<file path="src/rtl/midori64_pkg.sv">
// -----------------------------------------------------------------------------
// midori64_pkg
// Shared constants, state encoding and helper functions for the Midori64
// decryption-side key scheduler.
//   NR          : number of Midori64 round keys (15)
//   ALPHA       : round constants alpha0..alpha14; bit n of a constant is
//                 XORed into key bit 4n, so bit 15 lands in the LSB of
//                 nibble 0 (key bit 60) and bit 0 in the LSB of nibble 15.
//   state_t     : FSM encoding (IDLE / RUN)
//   round_const : range-safe ALPHA lookup (returns 0 outside 0..NR-1)
//   nib_lsb_xor : XOR a 16-bit constant into the LSB of every nibble
//   mix_col64   : Midori involutive MixColumn over the 4x4 nibble state,
//                 nibbles stored column-major, nibble 0 = bits 63:60
// -----------------------------------------------------------------------------
package midori64_pkg;

    localparam int NR = 15;

    localparam logic [15:0] ALPHA [0:NR-1] = '{
        16'h15B3, 16'h78C0, 16'hA435, 16'h6213, 16'h104F,
        16'hD170, 16'h0266, 16'h0BCC, 16'h9481, 16'h40B8,
        16'h7197, 16'h228E, 16'h5130, 16'hF8CA, 16'hDF90
    };

    typedef enum logic [1:0] {
        IDLE = 2'd0,
        RUN  = 2'd1
    } state_t;

    // Decoded lookup so that an out-of-range index (e.g. the wrapped
    // idx-1 when idx is already 0) never reads past the table.
    function automatic logic [15:0] round_const(input logic [3:0] i);
        logic [15:0] r;
        r = '0;
        for (int n = 0; n < NR; n++) begin
            if (i == 4'(n)) begin
                r = ALPHA[n];
            end
        end
        return r;
    endfunction

    function automatic logic [63:0] nib_lsb_xor(input logic [63:0] key64,
                                                input logic [15:0] c16);
        logic [63:0] r;
        r = key64;
        for (int n = 0; n < 16; n++) begin
            r[4*n] = key64[4*n] ^ c16[n];
        end
        return r;
    endfunction

    // Each output nibble of a column is the XOR of the other three
    // nibbles of that column.
    function automatic logic [63:0] mix_col64(input logic [63:0] x64);
        logic [63:0] r;
        logic [3:0]  acc;
        r = '0;
        for (int c = 0; c < 4; c++) begin
            for (int j = 0; j < 4; j++) begin
                acc = 4'h0;
                for (int k = 0; k < 4; k++) begin
                    if (k != j) begin
                        acc = acc ^ x64[63-4*(4*c+k) -: 4];
                    end
                end
                r[63-4*(4*c+j) -: 4] = acc;
            end
        end
        return r;
    endfunction

endpackage

</file>
<file path="src/rtl/midori64_mc.sv">
// -----------------------------------------------------------------------------
// midori64_mc
// Combinational Midori64 MixColumn (involutive), used to turn plain round
// keys into equivalent-inverse-cipher round keys.
//   x : 64-bit input state  (nibble 0 = bits 63:60, column-major)
//   y : 64-bit output state
// -----------------------------------------------------------------------------
module midori64_mc
    import midori64_pkg::*;
(
    input  logic [63:0] x,
    output logic [63:0] y
);

    assign y = mix_col64(x);

endmodule

</file>
<file path="src/rtl/midori64_dec_key_sched.sv">
// -----------------------------------------------------------------------------
// midori64_dec_key_sched
// Decryption-side Midori64 key scheduler. On an accepted start the two key
// halves are latched and round keys RK[NUM_RK-1] down to RK[0] are streamed
// over a valid/ready handshake, one per cycle when rk_ready stays high.
// RK[i] = (i odd ? k1 : k0) with ALPHA[i] XORed into every nibble LSB.
// The whitening key k0^k1 is registered on start and held.
//
// Optional build macro MIDORI64_DEC_EQKEY_EN: round keys are passed through
// MixColumn before the output register (equivalent inverse cipher keys),
// with identical timing. wk is not affected.
//
// Ports:
//   clk, rst            clock, synchronous active-high reset
//   start, k0, k1       run request and master key halves (sampled in IDLE)
//   busy                high while a run is in progress
//   wk                  whitening key k0^k1
//   rk, rk_idx          current round key and its index
//   rk_valid, rk_ready  output handshake
//   rk_last             rk_valid with rk_idx==0
//   done                one-cycle pulse after the final handshake
// -----------------------------------------------------------------------------
module midori64_dec_key_sched
    import midori64_pkg::*;
#(
    parameter int unsigned NUM_RK = NR
) (
    input  logic        clk,
    input  logic        rst,
    input  logic        start,
    input  logic [63:0] k0,
    input  logic [63:0] k1,
    output logic        busy,
    output logic [63:0] wk,
    output logic [63:0] rk,
    output logic [3:0]  rk_idx,
    output logic        rk_valid,
    input  logic        rk_ready,
    output logic        rk_last,
    output logic        done
);

    localparam logic [3:0] LAST_IDX = 4'(NUM_RK - 1);

    state_t      state_q, state_d;
    logic [63:0] k0_q, k0_d;
    logic [63:0] k1_q, k1_d;
    logic [63:0] wk_q, wk_d;
    logic [63:0] rk_q, rk_d;
    logic [3:0]  idx_q, idx_d;
    logic        rk_valid_q, rk_valid_d;
    logic        busy_q, busy_d;
    logic        done_q, done_d;

    // Round key for the index that will be loaded next. In IDLE it comes
    // from the live key inputs so the first key is ready one cycle after
    // start; in RUN it comes from the latched halves.
    logic [3:0]  f_idx;
    logic [63:0] f_key;
    logic [63:0] rk_f;
    logic [63:0] rk_next;
    logic        in_idle;

    assign in_idle = (state_q == IDLE);
    assign f_idx   = in_idle ? LAST_IDX : (idx_q - 4'd1);
    assign f_key   = f_idx[0] ? (in_idle ? k1 : k1_q) : (in_idle ? k0 : k0_q);
    assign rk_f    = nib_lsb_xor(f_key, round_const(f_idx));

`ifdef MIDORI64_DEC_EQKEY_EN
    midori64_mc u_mc (
        .x (rk_f),
        .y (rk_next)
    );
`else
    assign rk_next = rk_f;
`endif

    always_comb begin
        state_d    = state_q;
        k0_d       = k0_q;
        k1_d       = k1_q;
        wk_d       = wk_q;
        rk_d       = rk_q;
        idx_d      = idx_q;
        rk_valid_d = rk_valid_q;
        busy_d     = busy_q;
        done_d     = 1'b0;

        case (state_q)
            IDLE: begin
                if (start) begin
                    k0_d       = k0;
                    k1_d       = k1;
                    wk_d       = k0 ^ k1;
                    idx_d      = LAST_IDX;
                    rk_d       = rk_next;
                    rk_valid_d = 1'b1;
                    busy_d     = 1'b1;
                    state_d    = RUN;
                end
            end
            RUN: begin
                // start is deliberately not looked at here.
                if (rk_valid_q && rk_ready) begin
                    if (idx_q != 4'd0) begin
                        idx_d = idx_q - 4'd1;
                        rk_d  = rk_next;
                    end else begin
                        rk_valid_d = 1'b0;
                        busy_d     = 1'b0;
                        done_d     = 1'b1;
                        state_d    = IDLE;
                    end
                end
            end
            default: begin
                state_d = IDLE;
            end
        endcase
    end

    always_ff @(posedge clk) begin
        if (rst) begin
            state_q    <= IDLE;
            k0_q       <= '0;
            k1_q       <= '0;
            wk_q       <= '0;
            rk_q       <= '0;
            idx_q      <= '0;
            rk_valid_q <= 1'b0;
            busy_q     <= 1'b0;
            done_q     <= 1'b0;
        end else begin
            state_q    <= state_d;
            k0_q       <= k0_d;
            k1_q       <= k1_d;
            wk_q       <= wk_d;
            rk_q       <= rk_d;
            idx_q      <= idx_d;
            rk_valid_q <= rk_valid_d;
            busy_q     <= busy_d;
            done_q     <= done_d;
        end
    end

    assign busy     = busy_q;
    assign wk       = wk_q;
    assign rk       = rk_q;
    assign rk_idx   = idx_q;
    assign rk_valid = rk_valid_q;
    assign rk_last  = rk_valid_q && (idx_q == 4'd0);
    assign done     = done_q;

endmodule

</file>
<file path="config.mk">
export PLATFORM = sky130hd
export DESIGN_NAME = midori64_dec_key_sched
export DESIGN_NICKNAME = d
export VERILOG_FILES = /design/src/rtl/midori64_pkg.sv /design/src/rtl/midori64_mc.sv /design/src/rtl/midori64_dec_key_sched.sv
export SDC_FILE = /design/constraint.sdc
export NUM_CORES = 1
export LEC_CHECK = 0
export ABC_AREA = 1
export CORE_MARGIN = 2
export CORE_UTILIZATION = 47
export CTS_BUF_LIST = sky130_fd_sc_hd__clkbuf_2 sky130_fd_sc_hd__clkbuf_4 sky130_fd_sc_hd__clkbuf_8
export CTS_CLUSTER_DIAMETER = 40
export CTS_CLUSTER_SIZE = 10
export DETAILED_ROUTE_END_ITERATION = 7
export PLACE_DENSITY = 0.79
export SYNTH_ARGS = -nofsm -noshare
export SYNTH_HDL_FRONTEND = slang
export SYNTH_SLANG_ARGS = --single-unit
</file>
<file path="constraint.sdc">
create_clock -name clk -period 1.9 [get_ports clk]
set_input_delay 0.38 -clock clk [delete_from_list [all_inputs] [get_ports clk]]
set_output_delay 0.38 -clock clk [all_outputs]
set_load 0.005 [all_outputs]
</file>
Word level (Yosys, flattened, before mapping). Index checks and enable logic that the tools add are counted.

Register bits after elaboration: 264. Bits of input ports: 132. Output and inout bits: 136. Word-level logic and storage cells: 95.

Add/subtract/negate cells: 1. Equality and inequality tests: 19. Multiplexer cells: 36. Bitwise gates (word level): 19. Reduce and logical (&&, ||, !) cells: 12.

Operators by type and width (count): 2-to-1 mux 64 bit (6); 2-to-1 mux 16 bit (14); case mux 64 bit (2 select lines) (1); XOR 64 bit (1); == test 4 bit (second input constant) (7); == test 4 x 3 -> 1 bit (second input constant) (4); 2-to-1 mux 4 bit (4); XOR 1 bit (16); 2-to-1 mux 13 bit (1); == test 4 x 2 -> 1 bit (second input constant) (2); zero test 4 bit (2); != test 2 bit (second input constant) (4); case mux 4 bit (2 select lines) (1); AND reduction 4 bit (2); 2-to-1 mux 2 bit (3); == test 4 x 1 -> 1 bit (second input constant) (1); 2-to-1 mux 1 bit (4); case mux 2 bit (2 select lines) (1); nonzero test 4 bit (1); subtractor 4 x 1 -> 4 bit (second input constant) (1); AND reduction 3 bit (1); OR reduction 3 bit (1); == test 2 x 1 -> 1 bit (second input constant) (1); logical AND 1 bit (2); other kinds (5) (6).

Depth between registers and ports, before layout. Gate-level depths: netlist of the first run.

Depth in word-level cells: 22. Mapped depth: 15. Depth with buffers taken out: 15.

Worst setup path after synthesis of the first run. OpenSTA, ideal clock, no wires.

Path kind: reg-to-reg. Start point: register idx_q[0] (netlist: rk_idx[0]). End point: register rk_q[32] (netlist: rk[32]). Setup time: 0.109 ns. Arrival time: 1.731 ns. Required time: 1.791 ns. Slack: 0.060 ns. Stages on the path, launching flop included: 15. Buffers on the path: 0. Clock period less this slack: 1.840 ns. Path through: dfxtp_1 inv_2 ha_1 nand2_2 inv_2 nor2_2 inv_1 nand2_1 inv_1 nand2_1 nand3_1 nand2_1 nand3_1 nand2_1 inv_1.

Word-level cells in the longest chain between the ends: 22. Elaborated cells between the ends (all ways): 41. Classes of those cells: 1 x add/sub; 15 x eq/ne; 21 x mux; 1 x bitwise; 3 x reduce/logical.

Ends and longest elaborated chain: start: declaration (line midori64_dec_key_sched.sv:50) `logic [3:0] idx_q, idx_d;`; start signal: assignment (line midori64_dec_key_sched.sv:139) `idx_q <= idx_d;`; subtractor 4 x 1 -> 4 bit (line midori64_dec_key_sched.sv:65) `assign f_idx = in_idle ? LAST_IDX : (idx_q - 4'd1);`; 2-to-1 mux 4 bit (line midori64_dec_key_sched.sv:65); zero test 4 bit (line midori64_pkg.sv:36) `if (i == 4'(n)) begin`; 2-to-1 mux 13 bit (line midori64_pkg.sv:36); 2-to-1 mux 16 bit (14 in a row) (line midori64_pkg.sv:36); XOR 1 bit (line midori64_pkg.sv:48) `r[4*n] = key64[4*n] ^ c16[n];`; 2-to-1 mux 64 bit (line midori64_dec_key_sched.sv:105) `if (idx_q != 4'd0) begin`; 2-to-1 mux 64 bit (line midori64_dec_key_sched.sv:104) `if (rk_valid_q && rk_ready) begin`; case mux 64 bit (2 select lines) (line midori64_dec_key_sched.sv:89) `case (state_q)`; end signal: assignment (line midori64_dec_key_sched.sv:138) `rk_q <= rk_d;`; end: declaration (line midori64_dec_key_sched.sv:49) `logic [63:0] rk_q, rk_d;`.

Several ways; a longest one is shown, not always the timed one. The select of a mux whose other input is x is not followed. A chain may end at the register's enable or synchronous reset.

Final worst setup path of the first run.
Start point: register idx_q[0] (netlist: rk_idx[0]). End point: output rk_last.

Word-level cells in the longest chain between the ends: 2.

Ends and longest elaborated chain: zero test 4 bit (line midori64_dec_key_sched.sv:151) `assign rk_last = rk_valid_q && (idx_q == 4'd0);`; logical AND 1 bit (line midori64_dec_key_sched.sv:151); end: declaration (line midori64_dec_key_sched.sv:39) `output logic rk_last,`.

No other way between the ends.

==> run summary, run 1 <==
The logs give 47.8% for the starting density of the core and 538 MHz for the achievable clock frequency. For this run, the total global-route usage over all layers was measured as 27.1%. Slowest stage cell on the critical path: sky130_fd_sc_hd__dfxtp_2. The run finished with clean final reports.

Summing the sequential cell areas from Yosys gives 46.7% of the chip area. For the max-cap violation count, the log shows 0. STA classifies the critical path startpoint as a flop. Adding up every negative setup slack in the final design gives 0 ns. The routed layout has 11900 vias. Once layout is complete, the cells apart from fillers number 2190. IR analysis of the VDD net gives a maximum drop of 0.557 mV.

For the final database, setup skew stands at 0.0177 ns. The netlist uses 37 different library cells. Counting flops with a built-in enable in the synthesized netlist gives 0. The number of nets with antenna violations after detailed routing is 0. The largest net degree at the start of global routing was 160; the latest clock arrival within the worst-skew pair was 0.53 ns. Setup repair after global routing could not meet its margin everywhere. The pre-antenna-repair detailed-routing pass consisted of 5 iterations. Combinational logic is responsible for 22.0% of the overall power. In this run the horizontal extent of the chip is 159 um. The tools report the count of inserted antenna diode cells as 0. The max-slew violation count is 0. The pin slew with the least headroom to its limit was 0.733 ns. For the worst setup path, the data required time is 1.52 ns. In this run the tightest slew margin relative to its limit is 51.1%. Dividing the final minimum period by the clock period gives 97.7%. The number of rows created at floorplan is 56. Number of antenna violations at the first check in global routing: 0. The tools report the reg-to-reg critical path startpoint as rk_idx[0]. TritonCTS built the clock tree. The congestion estimate from routability-driven global placement came to 0.919.

Summed over all cells, the static leakage comes to 6.56 nW. The tools report the area of the mapped netlist as 11200 sq um. The most prevalent standard cell on the critical path is sky130_fd_sc_hd__inv_2. The run gives 0 as the hold violation total from the final report.

In the synthesized netlist the dominant register cell turns out to be sky130_fd_sc_hd__dfxtp_1. Summed over all nets, the switching power comes to 4.02 mW. The wire length per cell after detailed routing was 16.0 um; the post-synthesis net count was 1690. In the routed layout, each cell is associated on average with a via count of 5.42. The Yosys step of the flow raised 0 warnings. The worst hold path begins at rst. The maximum number of buffers from clock root to sink is 3. For the worst setup path, the data arrival time is 1.48 ns. The completed layout was analyzed and its total power is 14.2 mW.

On the worst path, the slowest cell contributes a delay of 0.33 ns. The clock drives 262 sinks. Walking the worst path, the cells encountered are inv_2 > ha_4 > nand2_4 > nor2_4 > nand2_2 > inv_2 > buf_6. The internal portion of total power is 10.2 mW, and the H-tree depth reported by CTS is 2.

The worst setup path is of the reg2out kind. In this run the vertical extent of the chip is 159 um. CTS placed an instance of sky130_fd_sc_hd__clkbuf_8 at the clock tree root. The via count of the first global-routing pass is 11100, and the count of buffers inserted at the top-level ports is 267. Overall routed net length: 35.0 mm. The switching share of power came out at 28.3%. The synthesized design contains 262 register bits.

The first-pass GRT wire length is 55.0 mm, and the synthesis-to-layout area growth is 40.0%. Setup violations remaining at the end of the flow were counted as 0. Counting the buffers created by CTS gives 38.

The average instance area after synthesis is 7.21 sq um. The count of mapped cells out of synthesis came out at 1557. Of the total power, the clock network draws 34.6%. The number of nets in the layout is 1979, and the sum of net half-perimeters after detailed placement is 23.2 mm. The DRC violations left came out at 0. The largest fanout on the critical path is 3, and the final critical path time including I/O delays and setup is 1.86 ns. Summed over all layers, the global routing overflow is 0. The class of the tightest hold or removal check is in2reg.

Sequential cells burn 43.4% of the power. The tools report the critical path capture point type as a primary output. The die covers 25100 sq um. The critical path starts at rk_idx[0]. In this run, the number of DRC markers left after iteration 0 of detailed routing was 811. Fraction of layout cells with a size suffix above 1: 10.8%. The cell count after placement came out at 2105. 268 I/O pins were placed. Clock-pin slew was measured on the worst setup and hold paths at 0.07 ns.

For this design the ratio of total power to cell area is 906 nW/um^2. The tools report the area of the core region as 23500 sq um. The fraction of synthesis flops using an asynchronous set or reset pin is 0%.
-- cell usage in the layout (no fill, tap or decap), types with 33 or more instances in the layout --
cell type,instances
sky130_fd_sc_hd__inv_1,41
sky130_fd_sc_hd__nand2_1,602
sky130_fd_sc_hd__o211a_1,33
sky130_fd_sc_hd__buf_4,70
sky130_fd_sc_hd__nor2_1,65
sky130_fd_sc_hd__clkdlybuf4s50_1,260
sky130_fd_sc_hd__clkbuf_8,45
sky130_fd_sc_hd__o21ai_0,38
sky130_fd_sc_hd__nand3_1,83
sky130_fd_sc_hd__a21oi_1,148
sky130_fd_sc_hd__nand4_1,38
sky130_fd_sc_hd__a31oi_1,51
sky130_fd_sc_hd__dfxtp_1,257
-- metrics by stage --
step           setup WS [ns]  cell area, sq um  util, %  hold WS, ns
2_1_floorplan         0.0598             11200        -        0.441
3_3_place_gp          -0.142             14600     62.1        0.447
5_1_grt              -0.0325             15700     67.0        0.353
3_5_place_dp          -0.214             14600     62.1        0.452
4_1_cts               0.0278             15500     66.1        0.337
6_report              0.0428             15700     67.0        0.357
-- Yosys cell counts, types with 30 or more instances --
cell                       count  area share [%]
sky130_fd_sc_hd__nand2_1     606              20
sky130_fd_sc_hd__dfxtp_1     262              47
sky130_fd_sc_hd__a21oi_1     149             6.6
sky130_fd_sc_hd__nand3_1      85             3.8
sky130_fd_sc_hd__nor2_1       68             2.3
sky130_fd_sc_hd__clkbuf_1     67             2.2
sky130_fd_sc_hd__a31oi_1      51             2.8
sky130_fd_sc_hd__inv_1        45             1.5
sky130_fd_sc_hd__o21ai_0      41             1.8
sky130_fd_sc_hd__nand4_1      38             2.1
sky130_fd_sc_hd__o211a_1      33             2.9
sky130_fd_sc_hd__buf_2        30             1.3
-- cell type report --
| type | count | area [sq um] |
|---|---|---|
| Tap cell | 319 | 399 |
| Clock buffer | 53 | 679 |
| Timing Repair Buffer | 357 | 3580 |
| Multi-Input combinational cell | 1135 | 5450 |
| Fill cell | 1943 | 7750 |
| Sequential cell | 262 | 5260 |
| Clock inverter | 12 | 150 |
| Inverter | 52 | 209 |
-- kinds of logic (layout without fill, tap and decap cells) --
family | Yosys count | in the layout | synth area share [%]
compound gates | 313 | 313 | 17.0
simple gates | 817 | 817 | 29.9
buf+inv | 160 | 474 | 5.95
fa+ha+maj | 1 | 1 | 0.111
mux | 1 | 1 | 0.0891
xor+xnor | 3 | 3 | 0.234
flops | 262 | 262 | 46.7
-- power groups by stage --
| stage | clock network, mW | logic, mW | registers, mW |
|---|---|---|---|
| after global routing | 5.23 | 3.43 | 6.23 |
| after CTS | 5.04 | 3.01 | 6.18 |
| after global placement | 0 | 2.89 | 6.29 |
| final | 4.92 | 3.13 | 6.19 |
| after floorplan | 0 | 1.41 | 6.28 |
| after detailed placement | 0 | 2.94 | 6.29 |
-- metal layers --
metal / global-route usage [%] / share of wire, % / vias to the layer above
li1: - / - / 5784
met1: 33.8 / 42 / 5543
met2: 45.8 / 48 / 458
met3: 5.91 / 6.8 / 84
met4: 10.1 / 3.2 / 0
met5: 0 / 0 / -
-- worst max-delay path: cells and delay by family (launching register included) --
family / cells / cell delay [ns]
buf+inv: 3 / 0.24
flops: 1 / 0.33
fa+ha+maj: 1 / 0.15
simple gates: 3 / 0.23
-- timing repair --
action / CTS / global route
resized for setup: 25 / 33
hold buffers: 0 / 0
pin swaps: 5 / 8
buffers inserted: 8 / 13
setup endpoints to repair: 38 / 42
-- final timing paths --
path | endpoint | slack, ns | cells after the start
setup / recovery | rk_last | 0.04 | 7
hold / removal | wk[36] | 0.36 | 4
setup reg to reg | rk[60] | 0.10 | 14
hold reg to reg | k0_q[2] | 0.46 | 2
-- sequential cells by signal (all words and copies together) (netlist names) --
signal  cells
k0_q       64
k1_q       64
rk         64
wk         64
rk_idx      4
busy        1
done        1
Note: power is estimated with default switching activity, not from simulation.
==> run 2: changes to the inputs <==
--- a/config.mk
+++ b/config.mk
@@ -7,12 +7,13 @@
 export LEC_CHECK = 0
 export ABC_AREA = 1
 export CORE_MARGIN = 2
-export CORE_UTILIZATION = 47
+export CORE_UTILIZATION = 59
 export CTS_BUF_LIST = sky130_fd_sc_hd__clkbuf_2 sky130_fd_sc_hd__clkbuf_4 sky130_fd_sc_hd__clkbuf_8
 export CTS_CLUSTER_DIAMETER = 40
 export CTS_CLUSTER_SIZE = 10
 export DETAILED_ROUTE_END_ITERATION = 7
-export PLACE_DENSITY = 0.79
+export DONT_BUFFER_PORTS = 1
+export PLACE_DENSITY = 0.78
 export SYNTH_ARGS = -nofsm -noshare
 export SYNTH_HDL_FRONTEND = slang
 export SYNTH_SLANG_ARGS = --single-unit
==> constraint.sdc (replaced) <==
create_clock -name clk -period 1.9 [get_ports clk]
set_input_delay 0.285 -clock clk [delete_from_list [all_inputs] [get_ports clk]]
set_output_delay 0.285 -clock clk [all_outputs]
set_load 0.005 [all_outputs]
==> run summary, run 2 (synthesized netlist as in run 1, its figures left out) <==
By startpoint and endpoint, the worst setup path is classified as reg2reg. The number of nets with antenna violations after detailed routing came out at 0 (unchanged). The starting density of the core was 60.0% (+12 points); the synthesis-to-layout area growth was 20.4%. H-tree depth reported by CTS: 2 (unchanged).

The post-layout instance count excluding filler cells came out at 1897 (-13%). The achievable clock frequency came out at 551 MHz (+2.3%). The run finished, with violations left. Overall overflow remaining after global route: 0 (unchanged). The run gives 0 (unchanged) as the max-slew violation count. The CTS clock-pin slew for the worst setup and hold paths is 0.07 ns (about the same).

The checks that failed: hold timing. The logs give 36 (-5.3%) for the clock buffer count from CTS and 0.0268 ns (+0.00910 ns) for the final setup skew. The worst hold path belongs to the class in2reg. The run gives -0.165 ns (-0.522 ns) as the final-layout worst hold slack. The largest net degree at the start of global routing was 161 (+0.63%). The logs give 20.1 mm (-13%) for the sum of net half-perimeters after detailed placement and 106 (+106) for the cts-stage hold buffer count. The slowest stage cell on the critical path was sky130_fd_sc_hd__clkbuf_16. The final worst-path cycle share was 95.5% (-2.2 points); the cell count after placement was 1727 (-18%). The overall die width was 142 um (-10%).

The final weighted congestion of routability-driven global placement was 0.916 (-0.26%); the power per standard cell area was 948 nW/um^2 (+4.7%). The via count of the first global-routing pass came out at 10600 (-5.1%). For the peak ir drop on the vdd network, the log shows 0.614 mV (+10%). The number of cells traversed by the worst register-to-register path is 5 (-9), and the maximum number of buffers from clock root to sink is 3 (unchanged).

The register-to-register setup slack came out at 0.09 ns (about the same). The run gives 20100 sq um (-20%) as the area of the die. For the number of clock sinks, the log shows 262 (unchanged). Leaving out fill and tap cells, the most frequent cell in the layout is sky130_fd_sc_hd__nand2_1. The data required time at the worst endpoint came out at 2.34 ns (+0.82 ns). The depth of the worst hold-timing path came out at 1 (-3). Max-cap violation count: 0 (unchanged). The tools report the clock root buffer master as sky130_fd_sc_hd__clkbuf_8. The tools report the critical path capture point type as a flop. The number of top-level pins was 268 (unchanged); the latest clock arrival within the worst-skew pair was 0.55 ns (+0.02 ns).

The logs give 50 (-11%) for the number of rows created at floorplan and 152 (+152) for the hold violation total from the final report. The run gives 32.2% (+5.1 points) as the global-route total usage across every layer. The largest fanout on the critical path works out to 114 (+111). The count of final setup violators was 0 (unchanged). The logs give 34.6 mm (-1.2%) for the overall routed net length and 11400 (-3.9%) for the overall via count from detail_route.

The data arrival time of the worst path came out at 2.26 ns (+0.78 ns). The first-pass GRT wire length was 53.1 mm (-3.4%). The critical path goes through buf_4 > nor2_4 > clkbuf_16 > nand2_1 > a31oi_1. In the layout the commonest cells are sky130_fd_sc_hd__nand2_1, sky130_fd_sc_hd__dfxtp_1, sky130_fd_sc_hd__a21oi_1. For the DRC violations left, the log shows 0 (unchanged).

The height of the die is 142 um (-10%), and the pin slew with the least headroom to its limit is 0.431 ns (-0.302 ns). The detailed router's first-iteration violation count was 1185 (+46%). The tools report the length of the first detailed-routing pass in iterations as 5 (unchanged). The leakage power total was 5.71 nW (-13%); the wire length per cell after detailed routing was 18.2 um (+14%). The final critical path time including I/O delays and setup was 1.81 ns (-0.0424 ns). The count of buffers inserted at the top-level ports is 0 (-100%).

The maximum single-stage delay on the critical path came out at 0.42 ns (+0.09 ns). The fraction of layout cells with a size suffix above 1 was 8.67% (-2.2 points). The worst slew slack as a fraction of its limit was 71.3% (+20 points); the number of antenna violations at the first check in global routing was 1 (+1). TritonCTS built the clock tree. The run gives 0 ns (unchanged) as the final-layout setup total negative slack. The nature of the critical path startpoint is a flop. The logs give 1779 (-10%) for the number of nets in the layout and 18700 sq um (-20%) for the area of the core region. Via density per instance: 6.01 (+11%).
[run 2: changes by cell type in the layout (fill, tap and decap cells not counted), moves of 5 or more]
cell,before,now
sky130_fd_sc_hd__clkdlybuf4s50_1,260,0
sky130_fd_sc_hd__dlygate4sd3_1,0,106
sky130_fd_sc_hd__buf_4,70,35
sky130_fd_sc_hd__clkbuf_4,8,1
sky130_fd_sc_hd__buf_12,16,11
sky130_fd_sc_hd__buf_6,5,0
sky130_fd_sc_hd__dfxtp_1,257,262
[run 2: stage by stage]
stage	util (%)	instance area [sq um]	setup slack, ns	total power [mW]
2_1_floorplan	-	11200	0.0598	7.68
3_3_place_gp	61.8	11600	0.0595	8.18
3_5_place_dp	61.8	11600	0.0227	8.23
4_1_cts	71.1	13300	0.0141	12.7
5_1_grt	72.3	13500	-0.00325	13.4
6_report	72.3	13500	0.0852	12.8
[run 2: worst max-delay path, delay by kind of cell, from the launching register on]
family          cells  cell delay, ns
flops               1            0.38
buf+inv             2            0.66
simple gates        2            0.38
compound gates      1            0.25
[run 2: routing by layer]
| metal | GRT usage [%] | part of all wire (%) | wire length, um | vias up |
|---|---|---|---|---|
| met3 | 8.58 | 10 | 3480 | 114 |
| met1 | 41.6 | 40 | 14000 | 5258 |
| met5 | 0 | 0 | 0 | - |
| li1 | - | - | - | 5389 |
| met4 | 13.5 | 3.6 | 1250 | 0 |
| met2 | 51.3 | 46 | 15900 | 646 |
[run 2: layout make-up]
class                           count  area, sq um
Clock inverter                     11          105
Sequential cell                   262         5250
Inverter                           52          209
Multi-Input combinational cell   1137         5420
Timing Repair Buffer              157         1670
Tap cell                          234          293
Antenna cell                        2         5.00
Fill cell                        1442         5180
Clock buffer                       42          572
[run 2: path summary, 6_finish.rpt]
| check | from | to |
|---|---|---|
| hold / removal | rst | wk[47] |
| hold reg to reg | k1_q[37] | k1_q[37] |
| setup / recovery | busy | wk[29] |
| setup reg to reg | busy | wk[29] |
[run 2: power by group]
part | internal, mW | switching, mW | leakage [nW]
clock | 2.15 | 2.15 | 0.345
sequential | 5.94 | 0.347 | 2.16
combinational | 0.903 | 1.34 | 3.20
total | 8.99 | 3.84 | 5.71
[run 2: repair_timing]
item	CTS	global route
setup buffers	0	4
hold endpoints to repair	243	157
setup endpoints to repair	0	70
resized for setup	0	26
